<file path="src/rtl/lsq_param.sv">
// Load/store queue: holds memory ops in program order, captures operands from
// the CDBs, issues loads speculatively and stores only once the ROB commits
// them, and drives a request-hold memory handshake.
module lsq_param #(
    parameter int DEPTH   = 16,
    parameter int TAG_W   = 4,
    parameter int XLEN    = 32,
    parameter int NUM_CDB = 2
) (
    input  logic                       clk,
    input  logic                       rst,
    input  logic                       ena,
    input  logic                       in_rollback,
    input  logic                       in_enq,
    input  logic [TAG_W-1:0]           in_enq_tag,
    input  logic                       in_enq_store,
    input  logic [2:0]                 in_enq_funct3,
    output logic                       out_full,
    input  logic [NUM_CDB*TAG_W-1:0]   in_cdb_tag,
    input  logic [NUM_CDB*XLEN-1:0]    in_cdb_addr,
    input  logic [NUM_CDB*XLEN-1:0]    in_cdb_data,
    input  logic [TAG_W-1:0]           in_commit_tag,
    output logic                       out_mem_ena,
    output logic                       out_mem_iswrite,
    output logic [XLEN-1:0]            out_mem_addr,
    output logic [XLEN-1:0]            out_mem_write_data,
    output logic [2:0]                 out_mem_size,
    input  logic                       in_mem_ready,
    input  logic [XLEN-1:0]            in_mem_read_data,
    output logic                       out_valid,
    output logic [TAG_W-1:0]           out_rob_tag,
    output logic [XLEN-1:0]            out_result
);

    localparam int PTR_W = $clog2(DEPTH);
    localparam int CNT_W = PTR_W + 1;

    typedef enum logic [1:0] {S_IDLE, S_LOAD, S_STORE, S_KILL} state_t;

    // Transfer size in bytes from the RISC-V width field.
    function automatic logic [2:0] mem_size(input logic [2:0] f3);
        case (f3[1:0])
            2'b00:   return 3'd1;
            2'b01:   return 3'd2;
            default: return 3'd4;
        endcase
    endfunction

    // Sign/zero extension of the returned word according to the load type.
    function automatic logic [XLEN-1:0] load_extend(input logic [2:0] f3,
                                                    input logic [XLEN-1:0] d);
        case (f3)
            3'b000:  return {{(XLEN-8){d[7]}}, d[7:0]};
            3'b001:  return {{(XLEN-16){d[15]}}, d[15:0]};
            3'b100:  return {{(XLEN-8){1'b0}}, d[7:0]};
            3'b101:  return {{(XLEN-16){1'b0}}, d[15:0]};
            default: return d;
        endcase
    endfunction

    // An index is occupied when its distance from head is below the count.
    function automatic logic occupied(input logic [PTR_W-1:0] idx,
                                      input logic [PTR_W-1:0] head,
                                      input logic [CNT_W-1:0] cnt);
        logic [PTR_W-1:0] off;
        off = idx - head;
        return {1'b0, off} < cnt;
    endfunction

    // Control state
    state_t             state_q, state_d;
    logic [PTR_W-1:0]   head_q, head_d, tail_q, tail_d;
    logic [CNT_W-1:0]   count_q, count_d, ncommit_q, ncommit_d;
    logic               full_q, full_d;
    logic [DEPTH-1:0]   valid_q, valid_d, committed_q, committed_d;

    // Entry payload
    logic [TAG_W-1:0]   tag_q    [DEPTH];
    logic [TAG_W-1:0]   tag_d    [DEPTH];
    logic [2:0]         funct3_q [DEPTH];
    logic [2:0]         funct3_d [DEPTH];
    logic [XLEN-1:0]    addr_q   [DEPTH];
    logic [XLEN-1:0]    addr_d   [DEPTH];
    logic [XLEN-1:0]    data_q   [DEPTH];
    logic [XLEN-1:0]    data_d   [DEPTH];
    logic [DEPTH-1:0]   store_q, store_d;

    // Memory request and in-flight load bookkeeping
    logic               mem_ena_q, mem_ena_d, mem_wr_q, mem_wr_d;
    logic [XLEN-1:0]    mem_addr_q, mem_addr_d, mem_wdata_q, mem_wdata_d;
    logic [2:0]         mem_size_q, mem_size_d;
    logic [TAG_W-1:0]   iss_tag_q, iss_tag_d;
    logic [2:0]         iss_f3_q, iss_f3_d;

    // Load result pulse
    logic               res_vld_q, res_vld_d;
    logic [TAG_W-1:0]   res_tag_q, res_tag_d;
    logic [XLEN-1:0]    res_q, res_d;

    logic               do_enq, do_issue, commit_store;
    logic [CNT_W-1:0]   ncommit_nxt;

    // Next-state logic: capture, commit, issue FSM, enqueue, rollback.
    always_comb begin
        state_d      = state_q;
        head_d       = head_q;
        tail_d       = tail_q;
        count_d      = count_q;
        ncommit_d    = ncommit_q;
        full_d       = full_q;
        valid_d      = valid_q;
        committed_d  = committed_q;
        tag_d        = tag_q;
        funct3_d     = funct3_q;
        addr_d       = addr_q;
        data_d       = data_q;
        store_d      = store_q;
        mem_ena_d    = mem_ena_q;
        mem_wr_d     = mem_wr_q;
        mem_addr_d   = mem_addr_q;
        mem_wdata_d  = mem_wdata_q;
        mem_size_d   = mem_size_q;
        iss_tag_d    = iss_tag_q;
        iss_f3_d     = iss_f3_q;
        res_vld_d    = 1'b0;
        res_tag_d    = '0;
        res_d        = '0;
        do_enq       = 1'b0;
        do_issue     = 1'b0;
        commit_store = 1'b0;
        ncommit_nxt  = ncommit_q;

        if (ena) begin
            for (int i = 0; i < DEPTH; i++) begin
                if (occupied(PTR_W'(i), head_q, count_q)) begin
                    if (!committed_q[i]) begin
                        for (int p = 0; p < NUM_CDB; p++) begin
                            if (in_cdb_tag[p*TAG_W +: TAG_W] != '0 &&
                                tag_q[i] == in_cdb_tag[p*TAG_W +: TAG_W]) begin
                                addr_d[i]  = in_cdb_addr[p*XLEN +: XLEN];
                                data_d[i]  = in_cdb_data[p*XLEN +: XLEN];
                                valid_d[i] = 1'b1;
                            end
                        end
                    end
                    if (in_commit_tag != '0 && tag_q[i] == in_commit_tag) begin
                        committed_d[i] = 1'b1;
                        if (store_q[i] && !committed_q[i]) begin
                            commit_store = 1'b1;
                        end
                    end
                end
            end
            ncommit_nxt = ncommit_q + CNT_W'(commit_store);

            case (state_q)
                S_IDLE: begin
                    if (!in_rollback && count_q != '0 && valid_q[head_q] &&
                        (!store_q[head_q] || committed_q[head_q])) begin
                        do_issue = 1'b1;
                    end
                end
                S_LOAD: begin
                    if (in_mem_ready) begin
                        mem_ena_d = 1'b0;
                        state_d   = S_IDLE;
                        if (!in_rollback) begin
                            res_vld_d = 1'b1;
                            res_tag_d = iss_tag_q;
                            res_d     = load_extend(iss_f3_q, in_mem_read_data);
                        end
                    end else if (in_rollback) begin
                        state_d = S_KILL;
                    end
                end
                default: begin
                    // STORE and KILL both just wait out the handshake.
                    if (in_mem_ready) begin
                        mem_ena_d = 1'b0;
                        state_d   = S_IDLE;
                    end
                end
            endcase

            if (do_issue) begin
                mem_ena_d   = 1'b1;
                mem_wr_d    = store_q[head_q];
                mem_addr_d  = addr_q[head_q];
                mem_wdata_d = data_q[head_q];
                mem_size_d  = mem_size(funct3_q[head_q]);
                iss_tag_d   = tag_q[head_q];
                iss_f3_d    = funct3_q[head_q];
                state_d     = store_q[head_q] ? S_STORE : S_LOAD;
                valid_d[head_q]     = 1'b0;
                committed_d[head_q] = 1'b0;
                head_d      = head_q + 1'b1;
                if (store_q[head_q]) begin
                    ncommit_nxt = ncommit_nxt - 1'b1;
                end
            end

            do_enq = in_enq && !full_q && !in_rollback;
            if (do_enq) begin
                tag_d[tail_q]       = in_enq_tag;
                store_d[tail_q]     = in_enq_store;
                funct3_d[tail_q]    = in_enq_funct3;
                valid_d[tail_q]     = 1'b0;
                committed_d[tail_q] = 1'b0;
                tail_d              = tail_q + 1'b1;
            end

            count_d   = count_q + CNT_W'(do_enq) - CNT_W'(do_issue);
            ncommit_d = ncommit_nxt;

            // Rollback keeps only the committed stores at the front of the queue.
            if (in_rollback) begin
                tail_d  = head_q + ncommit_nxt[PTR_W-1:0];
                count_d = ncommit_nxt;
                for (int i = 0; i < DEPTH; i++) begin
                    if (!committed_d[i]) begin
                        valid_d[i] = 1'b0;
                    end
                end
            end

            full_d = (count_d == CNT_W'(DEPTH));
        end
    end

    // Control and output registers with asynchronous active-low reset.
    always_ff @(posedge clk or negedge rst) begin
        if (!rst) begin
            state_q     <= S_IDLE;
            head_q      <= '0;
            tail_q      <= '0;
            count_q     <= '0;
            ncommit_q   <= '0;
            full_q      <= 1'b0;
            valid_q     <= '0;
            committed_q <= '0;
            mem_ena_q   <= 1'b0;
            mem_wr_q    <= 1'b0;
            mem_addr_q  <= '0;
            mem_wdata_q <= '0;
            mem_size_q  <= '0;
            iss_tag_q   <= '0;
            iss_f3_q    <= '0;
            res_vld_q   <= 1'b0;
            res_tag_q   <= '0;
            res_q       <= '0;
        end else begin
            state_q     <= state_d;
            head_q      <= head_d;
            tail_q      <= tail_d;
            count_q     <= count_d;
            ncommit_q   <= ncommit_d;
            full_q      <= full_d;
            valid_q     <= valid_d;
            committed_q <= committed_d;
            mem_ena_q   <= mem_ena_d;
            mem_wr_q    <= mem_wr_d;
            mem_addr_q  <= mem_addr_d;
            mem_wdata_q <= mem_wdata_d;
            mem_size_q  <= mem_size_d;
            iss_tag_q   <= iss_tag_d;
            iss_f3_q    <= iss_f3_d;
            res_vld_q   <= res_vld_d;
            res_tag_q   <= res_tag_d;
            res_q       <= res_d;
        end
    end

    // Entry payload needs no reset: it is only read once occupied and valid.
    always_ff @(posedge clk) begin
        tag_q    <= tag_d;
        funct3_q <= funct3_d;
        addr_q   <= addr_d;
        data_q   <= data_d;
        store_q  <= store_d;
    end

    assign out_full           = full_q;
    assign out_mem_ena        = mem_ena_q;
    assign out_mem_iswrite    = mem_wr_q;
    assign out_mem_addr       = mem_addr_q;
    assign out_mem_write_data = mem_wdata_q;
    assign out_mem_size       = mem_size_q;
    assign out_valid          = res_vld_q;
    assign out_rob_tag        = res_tag_q;
    assign out_result         = res_q;

endmodule

</file>
<file path="config.mk">
export PLATFORM = sky130hd
export DESIGN_NAME = lsq_param
export DESIGN_NICKNAME = d
export VERILOG_FILES = /design/src/rtl/lsq_param.sv
export SDC_FILE = /design/constraint.sdc
export NUM_CORES = 2
export LEC_CHECK = 0
export CORE_ASPECT_RATIO = 0.5
export CORE_MARGIN = 2
export CORE_UTILIZATION = 55
export DETAILED_ROUTE_END_ITERATION = 10
export PLACE_DENSITY = 0.73
export RECOVER_POWER = 100
export SLEW_MARGIN = 10
export SYNTH_ARGS = -nofsm -noshare
export SYNTH_HDL_FRONTEND = slang
export SYNTH_SLANG_ARGS = --single-unit
</file>
<file path="constraint.sdc">
create_clock -name clk -period 18.4 [get_ports clk]
set_input_delay 3.68 -clock clk [delete_from_list [all_inputs] [get_ports clk]]
set_output_delay 3.68 -clock clk [all_outputs]
set_load 0.02 [all_outputs]
</file>
==> results.yml <==
setup_path:
  arrival_ps: 13480
  cp_slowest_stage_delay_ps: 2590
  path_max_fanout: 40
  crit_buf_inv: 4
  cp.required_ps: 18700
  crit_chain: "dlygate4sd3_1 > clkbuf_1 > xor2_1 > nor4_1 > nand2_1 > a2111oi_0 > clkbuf_1 > clkbuf_1"
  setup.worst_path.class: "in -> reg"
  worst_setup_path_end_kind: "flip-flop"
  cpMostUsedCell: "clkbuf_1"
  startpoint_type: "input port"
  critPathSlowestCell: "clkbuf_1"
  path_delay_family: "buffers and inverters"
clock_network:
  cts_tree: "yes"
  cts_root_buf: "clkbuf_16"
  cts_buffers: 115
  clock_sinks: 1318
  cts_setup_buffers: 0
  ctsHoldBuffers: 0
  ctsResizeCount: 0
  insertion_delay_ps: 760
  cts.htree.levels: 3
  path_clk_slew_ps: 60
  clk_path_buf_depth: 3
floorplanning:
  die-area_sq_mm: 0.125
  die_x_um: 498
  core.rowCount: 90
  dieHeight_um: 251
  core_area_sq_mm: 0.121
  initial_core_util: 0.556
  ios: 293
timing:
  min_period_ps: 13180
  clock_skew_ps: 28.3
  setup_tns_ps: 0
  slew_violations: 2448
  setup_slack_ps: 5220
  fmax_mhz: 75.9
  fin_crit_sh: 0.716
  hold_slack_ps: 465
  slew_headroom: -2.37
  setup_viol: 0
  rsz0062_at_grt: "false"
  hold_viol_final: 0
  worstMarginPinSlew_ps: 5050
final_layout:
  fin_nets: 4499
  drive_gt1_frac: 0.368
  fin_area_sq_mm: 0.0742
  syn_to_final_growth_pct: 10.4
logic_synthesis:
  yosysMostFrequentCell: "edfxtp_1"
  synth_seq_cells: 1318
  avgSynthCellArea_sq_um: 16.2
  synthesis.nets: 4403
  synth_common_cells: "1152 x edfxtp_1, 1027 x mux2_2, 363 x mux4_2"
  ys_types: 78
  synth_top_area_cell: "edfxtp_1"
  synth_area_leaders: "edfxtp_1 51%, mux2_2 17%, mux4_2 12%"
  synthArstFlopShare: 0.126
  netlist.area_leader.share: 0.514
  synthFlopType: "edfxtp_1"
  netlist_instances: 4158
  seq_area_frac_synth: 0.576
  synth_area_sq_mm: 0.0672
  yosysWarningCount: 0
  synth_edf_count: 1152
detailed_routing:
  drt_iter0_markers: 5104
  drt-pass1-iter-count: 7
  post-route-drc-count: 0
  post_drt_wl_per_cell_um: 32.1
  final_antenna_net_count: 0
  vias: 39700
  viasPerCell: 6.65
  wirelength_um: 192000
grt:
  grt_antenna_before_repair: 12
  grt_pass1_vias: 40100
  grt_max_degree: 102
  met1_usage: 0.452
  met2_usage: 0.469
  grt_use_total: 0.306
  met3_usage: 0.0523
  gr-max-usage-layer: "met2"
  grt_pass1_wl_um: 280000
  gr-total-overflow: 0
pwr:
  ir_drop_mv: 0.0958
  power.leakage_uw: 0.0257
  p_per_area_mw_per_mm2: 124
  fin_total_pwr_uw: 9180
flow_run:
  cap_violations: 70
run_status:
  violations: "max-capacitance violations, max-slew violations"
  status: "finished with violations"
place:
  placed_area_sq_mm: 0.0711
  dpl.hpwl_um: 109000
  port_buffers: 292
  place_ws_ps: 9380
  routabilityCongestion: 0.960
min_path:
  holdCritPathClass: "reg -> reg"
-- per-stage QoR --
step | utilization | std cells
global route | 0.613 | 5972
CTS | 0.618 | 5966
detailed placement | 0.588 | 5747
floorplan | - | 4158
finish | 0.614 | 5975
global placement | 0.588 | 5747
-- final cells by class --
| cell class | instances | area (sq um) |
|---|---|---|
| fillers | 8938 | 46700 |
| flip-flops and latches | 1318 | 38800 |
| multi-input cells | 2386 | 26200 |
| repair buffers | 375 | 3320 |
| clock buffers | 162 | 3230 |
| well taps | 1610 | 2010 |
| clock inverters | 57 | 453 |
| inverters | 58 | 223 |
| diodes | 9 | 22.5 |
-- layer usage --
layer | vias to the layer above | routed length [um]
met5 | - | 0
met2 | 2109 | 88400
li1 | 16400 | -
met4 | 0 | 5870
met1 | 20900 | 79800
met3 | 334 | 18000
-- sequential cells by signal, summed over array words and instances, names as in the netlist, 4 cells and up --
signal,count
addr_q,512
data_q,512
tag_q,64
funct3_q,48
out_mem_addr,32
out_mem_write_data,32
out_result,32
committed_q,16
store_q,16
valid_q,16
count_q,5
ncommit_q,5
head_q,4
iss_tag_q,4
out_rob_tag,4
tail_q,4
-- cell families after synthesis --
logic type	share of synthesized area
adder cells (fa/ha/maj)	0.0112
buffers and inverters	0.0331
multiplexers	0.295
XOR/XNOR	0.0285
flip-flops	0.576
AND/OR/NAND/NOR	0.0359
AO/OA/AOI/OAI	0.0196
-- cells in the final DEF (no fill, tap or decap), types with 6 or more instances in the layout --
| master | count |
|---|---|
| edfxtp_1 | 1152 |
| mux2_2 | 1024 |
| mux4_2 | 363 |
| nand2_1 | 297 |
| clkdlybuf4s50_1 | 169 |
| dfrtp_1 | 163 |
| xor2_1 | 130 |
| dlygate4sd3_1 | 121 |
| clkbuf_16 | 117 |
| clkbuf_1 | 93 |
| xnor2_1 | 88 |
| ha_1 | 57 |
| inv_1 | 56 |
| a21oi_1 | 56 |
| nor2_1 | 51 |
| nor3_1 | 35 |
| nor4_1 | 31 |
| o21ai_0 | 25 |
| clkinv_2 | 23 |
| buf_4 | 22 |
| clkinv_1 | 17 |
| nand4_1 | 16 |
| a2111oi_0 | 15 |
| and3_1 | 15 |
| nor2b_1 | 14 |
| nand3_1 | 14 |
| clkbuf_8 | 13 |
| mux2i_1 | 12 |
| o32ai_1 | 10 |
| diode_2 | 9 |
| a31oi_1 | 8 |
| o2bb2ai_1 | 7 |
| and2_1 | 7 |
| and2_0 | 7 |
| a21o_1 | 6 |
| o21ai_1 | 6 |
| clkinvlp_4 | 6 |
-- where the power goes --
| part | internal [uW] | switching (uW) |
|---|---|---|
| registers | 3530 | 221 |
| logic | 1400 | 1590 |
| clock network | 1270 | 1160 |
| total | 6200 | 2970 |
-- worst paths after layout --
path	endpoint	slack [ps]	from	cells past startpoint
worst max-delay path	addr_q[107]$_DFFE_PP_	5220	in_cdb_tag[6]	8
worst min-delay path	iss_tag_q[1]$_DFFE_PN0P_	460	iss_tag_q[1]$_DFFE_PN0P_	2
worst max register to register	out_mem_addr[12]$_DFFE_PN0P_	8030	head_q[0]$_DFFE_PN0P_	9
worst min register to register	iss_tag_q[1]$_DFFE_PN0P_	460	iss_tag_q[1]$_DFFE_PN0P_	2
max in group asynchronous	out_mem_addr[17]$_DFFE_PN0P_	8780	rst	2
min in group asynchronous	out_result[12]$_DFF_PN0_	4550	rst	1
-- worst reg2reg max path, delay by kind of cell (launching register included) --
family,cells,cell delay (ps)
AOI/OAI and AO/OA,2,620
and+or+nand+nor,4,4670
muxes,1,640
buffers and inverters,2,3370
DFF,1,1010
No activity file was read; power rests on OpenSTA's default activity.
